$ cat config.mk
export PLATFORM = sky130hd
export DESIGN_NAME = mem_ctrl
export DESIGN_NICKNAME = d
export VERILOG_FILES = /design/src/rtl/mem_ctrl.sv
export SDC_FILE = /design/constraint.sdc
export NUM_CORES = 1
export LEC_CHECK = 0
export ABC_AREA = 1
export CORE_ASPECT_RATIO = 0.7
export CORE_UTILIZATION = 45
export CTS_CLUSTER_DIAMETER = 200
export DETAILED_ROUTE_END_ITERATION = 8
export PLACE_DENSITY_LB_ADDON = 0.3
export SYNTH_ARGS = -nofsm -noshare
export SYNTH_HDL_FRONTEND = slang
export SYNTH_SLANG_ARGS = --single-unit
$ cat constraint.sdc
create_clock -name clk -period 19.2 [get_ports clk]
set_input_delay 3.84 -clock clk [delete_from_list [all_inputs] [get_ports clk]]
set_output_delay 3.84 -clock clk [all_outputs]
set_load 0.02 [all_outputs]
$ cat src/rtl/mem_ctrl.sv
// Serialises 32-bit fetch and load/store requests onto a byte-wide synchronous RAM port.
// A read of N bytes is done N+1 cycles after accept, a write N cycles after; rdy low freezes everything.
module mem_ctrl #(
  parameter int         ADDR_W  = 32,
  parameter int         DATA_W  = 32,
  parameter logic [1:0] ST_INIT = 2'b00,
  parameter logic [1:0] ST_BUSY = 2'b01,
  parameter logic [1:0] ST_DONE = 2'b10
) (
  input  logic              clk,
  input  logic              rst,
  input  logic              rdy,
  input  logic              if_req_i,
  input  logic [ADDR_W-1:0] if_addr_i,
  output logic [DATA_W-1:0] if_data_o,
  output logic [1:0]        if_status_o,
  input  logic [1:0]        ls_readwrite_i,
  input  logic [2:0]        ls_times_i,
  input  logic [ADDR_W-1:0] ls_addr_i,
  input  logic [DATA_W-1:0] ls_wdata_i,
  output logic [DATA_W-1:0] ls_rdata_o,
  output logic [1:0]        ls_status_o,
  input  logic [7:0]        mem_din,
  output logic [7:0]        mem_dout,
  output logic [ADDR_W-1:0] mem_a,
  output logic              mem_wr
);

  typedef enum logic [1:0] {
    S_IDLE  = 2'd0,
    S_READ  = 2'd1,
    S_WRITE = 2'd2,
    S_DONE  = 2'd3
  } state_t;

  state_t            r_state, w_state_nxt;
  logic [ADDR_W-1:0] r_addr, w_addr_nxt;
  logic [DATA_W-1:0] r_wdata, w_wdata_nxt;
  logic [2:0]        r_n, w_n_nxt;
  logic [2:0]        r_cnt, w_cnt_nxt;
  logic              r_is_ls, w_is_ls_nxt;
  logic [DATA_W-1:0] r_rbuf, w_rbuf_nxt;
  logic [ADDR_W-1:0] r_mem_a, w_mem_a_nxt;
  logic [7:0]        r_mem_dout, w_mem_dout_nxt;
  logic              r_mem_wr, w_mem_wr_nxt;
  logic [DATA_W-1:0] r_if_data, w_if_data_nxt;
  logic [DATA_W-1:0] r_ls_rdata, w_ls_rdata_nxt;
  logic [1:0]        r_if_status, w_if_status_nxt;
  logic [1:0]        r_ls_status, w_ls_status_nxt;

  logic              w_ls_vld;
  logic [2:0]        w_edge;
  logic [1:0]        w_byte;
  logic [ADDR_W-1:0] w_addr_inc;

  always_comb begin
    w_state_nxt     = r_state;
    w_addr_nxt      = r_addr;
    w_wdata_nxt     = r_wdata;
    w_n_nxt         = r_n;
    w_cnt_nxt       = r_cnt;
    w_is_ls_nxt     = r_is_ls;
    w_rbuf_nxt      = r_rbuf;
    w_mem_a_nxt     = r_mem_a;
    w_mem_dout_nxt  = r_mem_dout;
    w_mem_wr_nxt    = r_mem_wr;
    w_if_data_nxt   = r_if_data;
    w_ls_rdata_nxt  = r_ls_rdata;
    w_if_status_nxt = r_if_status;
    w_ls_status_nxt = r_ls_status;

    w_ls_vld   = ((ls_readwrite_i == 2'b01) || (ls_readwrite_i == 2'b10)) &&
                 ((ls_times_i == 3'd1) || (ls_times_i == 3'd2) || (ls_times_i == 3'd4));
    // r_cnt counts edges since accept, so w_edge is the index of the edge being taken now
    w_edge     = r_cnt + 3'd1;
    w_byte     = r_cnt[1:0] - 2'd1;
    w_addr_inc = r_addr + ADDR_W'(w_edge);

    case (r_state)
      S_IDLE: begin
        w_mem_wr_nxt = 1'b0;
        if (w_ls_vld) begin
          w_is_ls_nxt     = 1'b1;
          w_addr_nxt      = ls_addr_i;
          w_n_nxt         = ls_times_i;
          w_wdata_nxt     = ls_wdata_i;
          w_cnt_nxt       = 3'd0;
          w_rbuf_nxt      = '0;
          w_mem_a_nxt     = ls_addr_i;
          w_ls_status_nxt = ST_BUSY;
          w_if_status_nxt = ST_INIT;
          if (ls_readwrite_i == 2'b10) begin
            w_mem_dout_nxt = ls_wdata_i[7:0];
            w_mem_wr_nxt   = 1'b1;
            w_state_nxt    = S_WRITE;
          end else begin
            w_state_nxt = S_READ;
          end
        end else if (if_req_i) begin
          w_is_ls_nxt     = 1'b0;
          w_addr_nxt      = if_addr_i;
          w_n_nxt         = 3'd4;
          w_cnt_nxt       = 3'd0;
          w_rbuf_nxt      = '0;
          w_mem_a_nxt     = if_addr_i;
          w_if_status_nxt = ST_BUSY;
          w_ls_status_nxt = ST_INIT;
          w_state_nxt     = S_READ;
        end
      end

      S_READ: begin
        w_cnt_nxt = w_edge;
        if (w_edge < r_n) begin
          w_mem_a_nxt = w_addr_inc;
        end
        // the RAM answers one cycle after the address, so byte i lands two edges after it was issued
        if (w_edge >= 3'd2) begin
          w_rbuf_nxt[{w_byte, 3'b000} +: 8] = mem_din;
        end
        if (w_edge == r_n + 3'd1) begin
          w_state_nxt = S_DONE;
          if (r_is_ls) begin
            w_ls_rdata_nxt  = w_rbuf_nxt;
            w_ls_status_nxt = ST_DONE;
          end else begin
            w_if_data_nxt   = w_rbuf_nxt;
            w_if_status_nxt = ST_DONE;
          end
        end
      end

      S_WRITE: begin
        w_cnt_nxt = w_edge;
        if (w_edge < r_n) begin
          w_mem_a_nxt    = w_addr_inc;
          w_mem_dout_nxt = r_wdata[{w_edge[1:0], 3'b000} +: 8];
          w_mem_wr_nxt   = 1'b1;
        end else begin
          w_mem_wr_nxt    = 1'b0;
          w_state_nxt     = S_DONE;
          w_ls_status_nxt = ST_DONE;
        end
      end

      S_DONE: begin
        w_mem_wr_nxt    = 1'b0;
        w_if_status_nxt = ST_INIT;
        w_ls_status_nxt = ST_INIT;
        w_state_nxt     = S_IDLE;
      end

      default: begin
        w_mem_wr_nxt = 1'b0;
        w_state_nxt  = S_IDLE;
      end
    endcase
  end

  always_ff @(posedge clk or posedge rst) begin
    if (rst) begin
      r_state <= S_IDLE;
    end else if (rdy) begin
      r_state <= w_state_nxt;
    end
  end

  always_ff @(posedge clk or posedge rst) begin
    if (rst) begin
      r_addr      <= '0;
      r_wdata     <= '0;
      r_n         <= '0;
      r_cnt       <= '0;
      r_is_ls     <= 1'b0;
      r_rbuf      <= '0;
      r_mem_a     <= '0;
      r_mem_dout  <= '0;
      r_mem_wr    <= 1'b0;
      r_if_data   <= '0;
      r_ls_rdata  <= '0;
      r_if_status <= ST_INIT;
      r_ls_status <= ST_INIT;
    end else if (rdy) begin
      r_addr      <= w_addr_nxt;
      r_wdata     <= w_wdata_nxt;
      r_n         <= w_n_nxt;
      r_cnt       <= w_cnt_nxt;
      r_is_ls     <= w_is_ls_nxt;
      r_rbuf      <= w_rbuf_nxt;
      r_mem_a     <= w_mem_a_nxt;
      r_mem_dout  <= w_mem_dout_nxt;
      r_mem_wr    <= w_mem_wr_nxt;
      r_if_data   <= w_if_data_nxt;
      r_ls_rdata  <= w_ls_rdata_nxt;
      r_if_status <= w_if_status_nxt;
      r_ls_status <= w_ls_status_nxt;
    end
  end

  assign if_data_o   = r_if_data;
  assign if_status_o = r_if_status;
  assign ls_rdata_o  = r_ls_rdata;
  assign ls_status_o = r_ls_status;
  assign mem_a       = r_mem_a;
  assign mem_dout    = r_mem_dout;
  // the RAM shares rdy, so a stalled write strobe must never reach it
  assign mem_wr      = r_mem_wr & rdy;

endmodule

==> flow_summary.yaml <==
power:
  p_leak_nw: 7.19
  pwr-share-seq_pct: 32.4
  swShare_pct: 43.4
  p_int_mw: 1.39
  clock_power_share_pct: 19.0
  ir_drop_v: 0.0000819
  power_mw: 2.45
  p_per_area_nw_per_um2: 170
  p_comb_share_pct: 48.5
  p_switching_mw: 1.06
placement:
  finalWeightedCongestion: 0.952
  dpl.hpwl_um: 22100
  io_buffers: 221
yosys:
  synth_warnings: 0
  synth.distinct_cells: 38
  synth_nets: 1697
  seq_area_frac_synth_pct: 47.5
  syn_inst: 1565
  syn_area_sq_um: 11300
  ys_ff_latch: 214
  avgSynthCellArea_sq_um: 7.20
clock_network:
  clkLatencyLatePin_ns: 0.51
  htreeDepth: 1
  clock-sinks: 214
  cts.clk_slew.worst_paths_ns: 0.06
  ctsHoldBuffers: 0
  clockBufferDepth: 3
  cts-root-buf: "clkbuf_16"
  cts_made_buffers: 22
  post-cts-setup-buffers: 0
  ctsResizeCount: 0
  tritoncts: "done"
routing:
  drtAntennaViolNets: 0
  drt_pass1_iterations: 6
  wire_per_inst_um: 15.2
  first_iter_violations: 963
  avgViaCountPerCell: 5.13
  drc: 0
  num_vias: 10719
  wirelength_um: 31700
worst_setup_path:
  cpLargestDelayFamily: "buffers and inverters"
  path_common_cell: "clkdlybuf4s50_1"
  cp-start-kind: "input pin"
  slowest_stage: "clkdlybuf4s50_1"
  critPathMaxFanout: 8
  cp-end-kind: "output pin"
  setup.worst_path.class: "in2out"
  path_buf_inv: 3
  arrival_ns: 5.30
  crit_required_ns: 15.36
  slowest_delay_ns: 0.67
  crit_chain: "clkdlybuf4s50_1, nand2_1, inv_1, clkdlybuf4s50_1"
final_layout:
  layout_common_cells: "nand2_1, clkdlybuf4s50_1, dfrtp_1"
  final_common_cell: "nand2_1"
  antenna_cells: 0
  syn_to_final_growth_pct: 28.0
  drive_gt1_share_pct: 3.68
  layout.nets: 1882
floorplanning:
  initial_core_util_pct: 45.8
  chipHeight_um: 134
  core_sq_um: 24600
  dieArea_sq_um: 25700
  die_w_um: 191
  ios: 222
  row_count: 48
global_routing:
  grt_max_degree: 150
  grt_pass1_wl_um: 50800
  first_global_vias: 9749
  grt_usage_pct: 24.7
  antenna_found_initial: 0
  overflow: 0
timing:
  finalCritPeriodShare_pct: 47.6
  hold_viol: 0
  worst_pin_slew_ns: 1.20
  timing.setup.tns_ns: 0
  max_freq_ghz: 0.109
  final.min_clock_period_ns: 9.14
  drv_slew: 0
  clock_skew_ns: 0.00861
  rsz0062_at_grt: "false"
  max-slew-margin-rel_pct: 19.7
  setup_viol: 0
job:
  maxCapViolCount: 0
outcome:
  status: "completed"
hold_path:
  worstHoldPathType: "reg2reg"
[stage by stage]
stage / std cells / util, % / hold WS [ns] / setup WS, ns / instance area (sq um)
after floorplan: 1565 / - / 0.442 / 9.51 / 11300
after global placement: 2051 / 55.4 / 0.453 / 10.10 / 13600
after detailed placement: 2051 / 55.4 / 0.459 / 10.06 / 13600
after CTS: 2090 / 58.6 / 0.474 / 10.05 / 14400
after global routing: 2090 / 58.6 / 0.491 / 9.99 / 14400
final: 2090 / 58.6 / 0.471 / 10.06 / 14400
[power groups by stage]
| stage | logic (mW) | registers [mW] | clock network (mW) |
|---|---|---|---|
| after detailed placement | 1.18 | 0.797 | 0 |
| after global routing | 1.33 | 0.818 | 0.490 |
| final | 1.19 | 0.795 | 0.466 |
| after floorplan | 0.644 | 0.895 | 0 |
| after global placement | 1.16 | 0.793 | 0 |
| after CTS | 1.19 | 0.792 | 0.475 |
[worst min-delay path, cell delays in order (launching register included)]
cell and delay, ns:
dfrtp_1 0.34, nand2_1 0.05, nand2_1 0.05
[kinds of logic (layout without fill, tap and decap cells)]
| group | after synthesis | after routing | share of synthesized area (%) |
|---|---|---|---|
| compound gates | 197 | 197 | 9.40 |
| xor+xnor | 4 | 4 | 0.311 |
| fa+ha+maj | 19 | 19 | 2.18 |
| buf+inv | 221 | 421 | 8.12 |
| flops | 214 | 214 | 47.5 |
| simple gates | 910 | 910 | 32.5 |
[cells in the mapped netlist]
cell | number | area (sq um)
buf_6 | 1 | 11.3
a21boi_0 | 9 | 67.6
buf_1 | 1 | 3.75
o211ai_1 | 4 | 30.0
nand3_2 | 2 | 20.0
o21ai_2 | 1 | 8.76
nand3_1 | 88 | 440
inv_2 | 3 | 11.3
o221ai_1 | 7 | 61.3
nor2_2 | 4 | 25.0
nand2_2 | 3 | 18.8
inv_1 | 144 | 541
nor2_4 | 1 | 11.3
dfrtp_1 | 214 | 5360
or2_2 | 1 | 6.26
buf_4 | 13 | 97.6
buf_2 | 24 | 120
nand2_1 | 677 | 2540
ha_1 | 18 | 225
a31oi_1 | 1 | 6.26
nand4_1 | 16 | 100
nor2_1 | 106 | 398
a21oi_1 | 17 | 85.1
o21ai_1 | 12 | 60.1
nand3_4 | 1 | 17.5
xor2_1 | 3 | 26.3
a21oi_2 | 1 | 8.76
clkinv_1 | 4 | 15.0
nor3_4 | 1 | 16.3
clkbuf_1 | 31 | 116
or2_0 | 1 | 6.26
nand3b_1 | 7 | 52.6
o21ai_0 | 141 | 706
o21a_1 | 1 | 7.51
o22ai_1 | 3 | 18.8
xnor2_1 | 1 | 8.76
fa_1 | 1 | 20.0
nor3_1 | 2 | 10.0
[worst paths after layout]
kind,to,slack (ns),startpoint,cells past startpoint
max in group asynchronous,mem_a[28],13.78,rst,3
min in group asynchronous,if_data_o[25],3.96,rst,2
worst min register to register,r_rbuf[24],0.47,r_rbuf[24],2
worst min-delay path,r_rbuf[24],0.47,r_rbuf[24],2
worst max register to register,ls_rdata_o[22],15.06,r_cnt[0],14
worst max-delay path,mem_wr,10.06,rdy,4
[area by class of cell]
cell class / instances / area, sq um
clock inverters: 6 / 111
fillers: 2289 / 10200
multi-input cells: 1130 / 5010
inverters: 151 / 574
well taps: 325 / 407
clock buffers: 33 / 683
flip-flops and latches: 214 / 5360
repair buffers: 231 / 2290
[flip-flops by register name, summed over array words and instances (netlist names)]
name / count
r_wdata: 32
if_data_o: 32
mem_dout: 8
r_state: 2
r_addr: 32
r_n: 3
mem_a: 32
ls_rdata_o: 32
if_status_o: 2
r_mem_wr: 1
r_cnt: 3
ls_status_o: 2
r_rbuf: 32
r_is_ls: 1
[metal layers]
layer	vias up	wire length, um	track usage, %
li1	5270	-	-
met4	0	427	4.14
met2	366	12900	34.6
met1	5052	16100	40.1
met3	31	2280	3.77
met5	-	0	0
(Power assumes the default switching activity.)
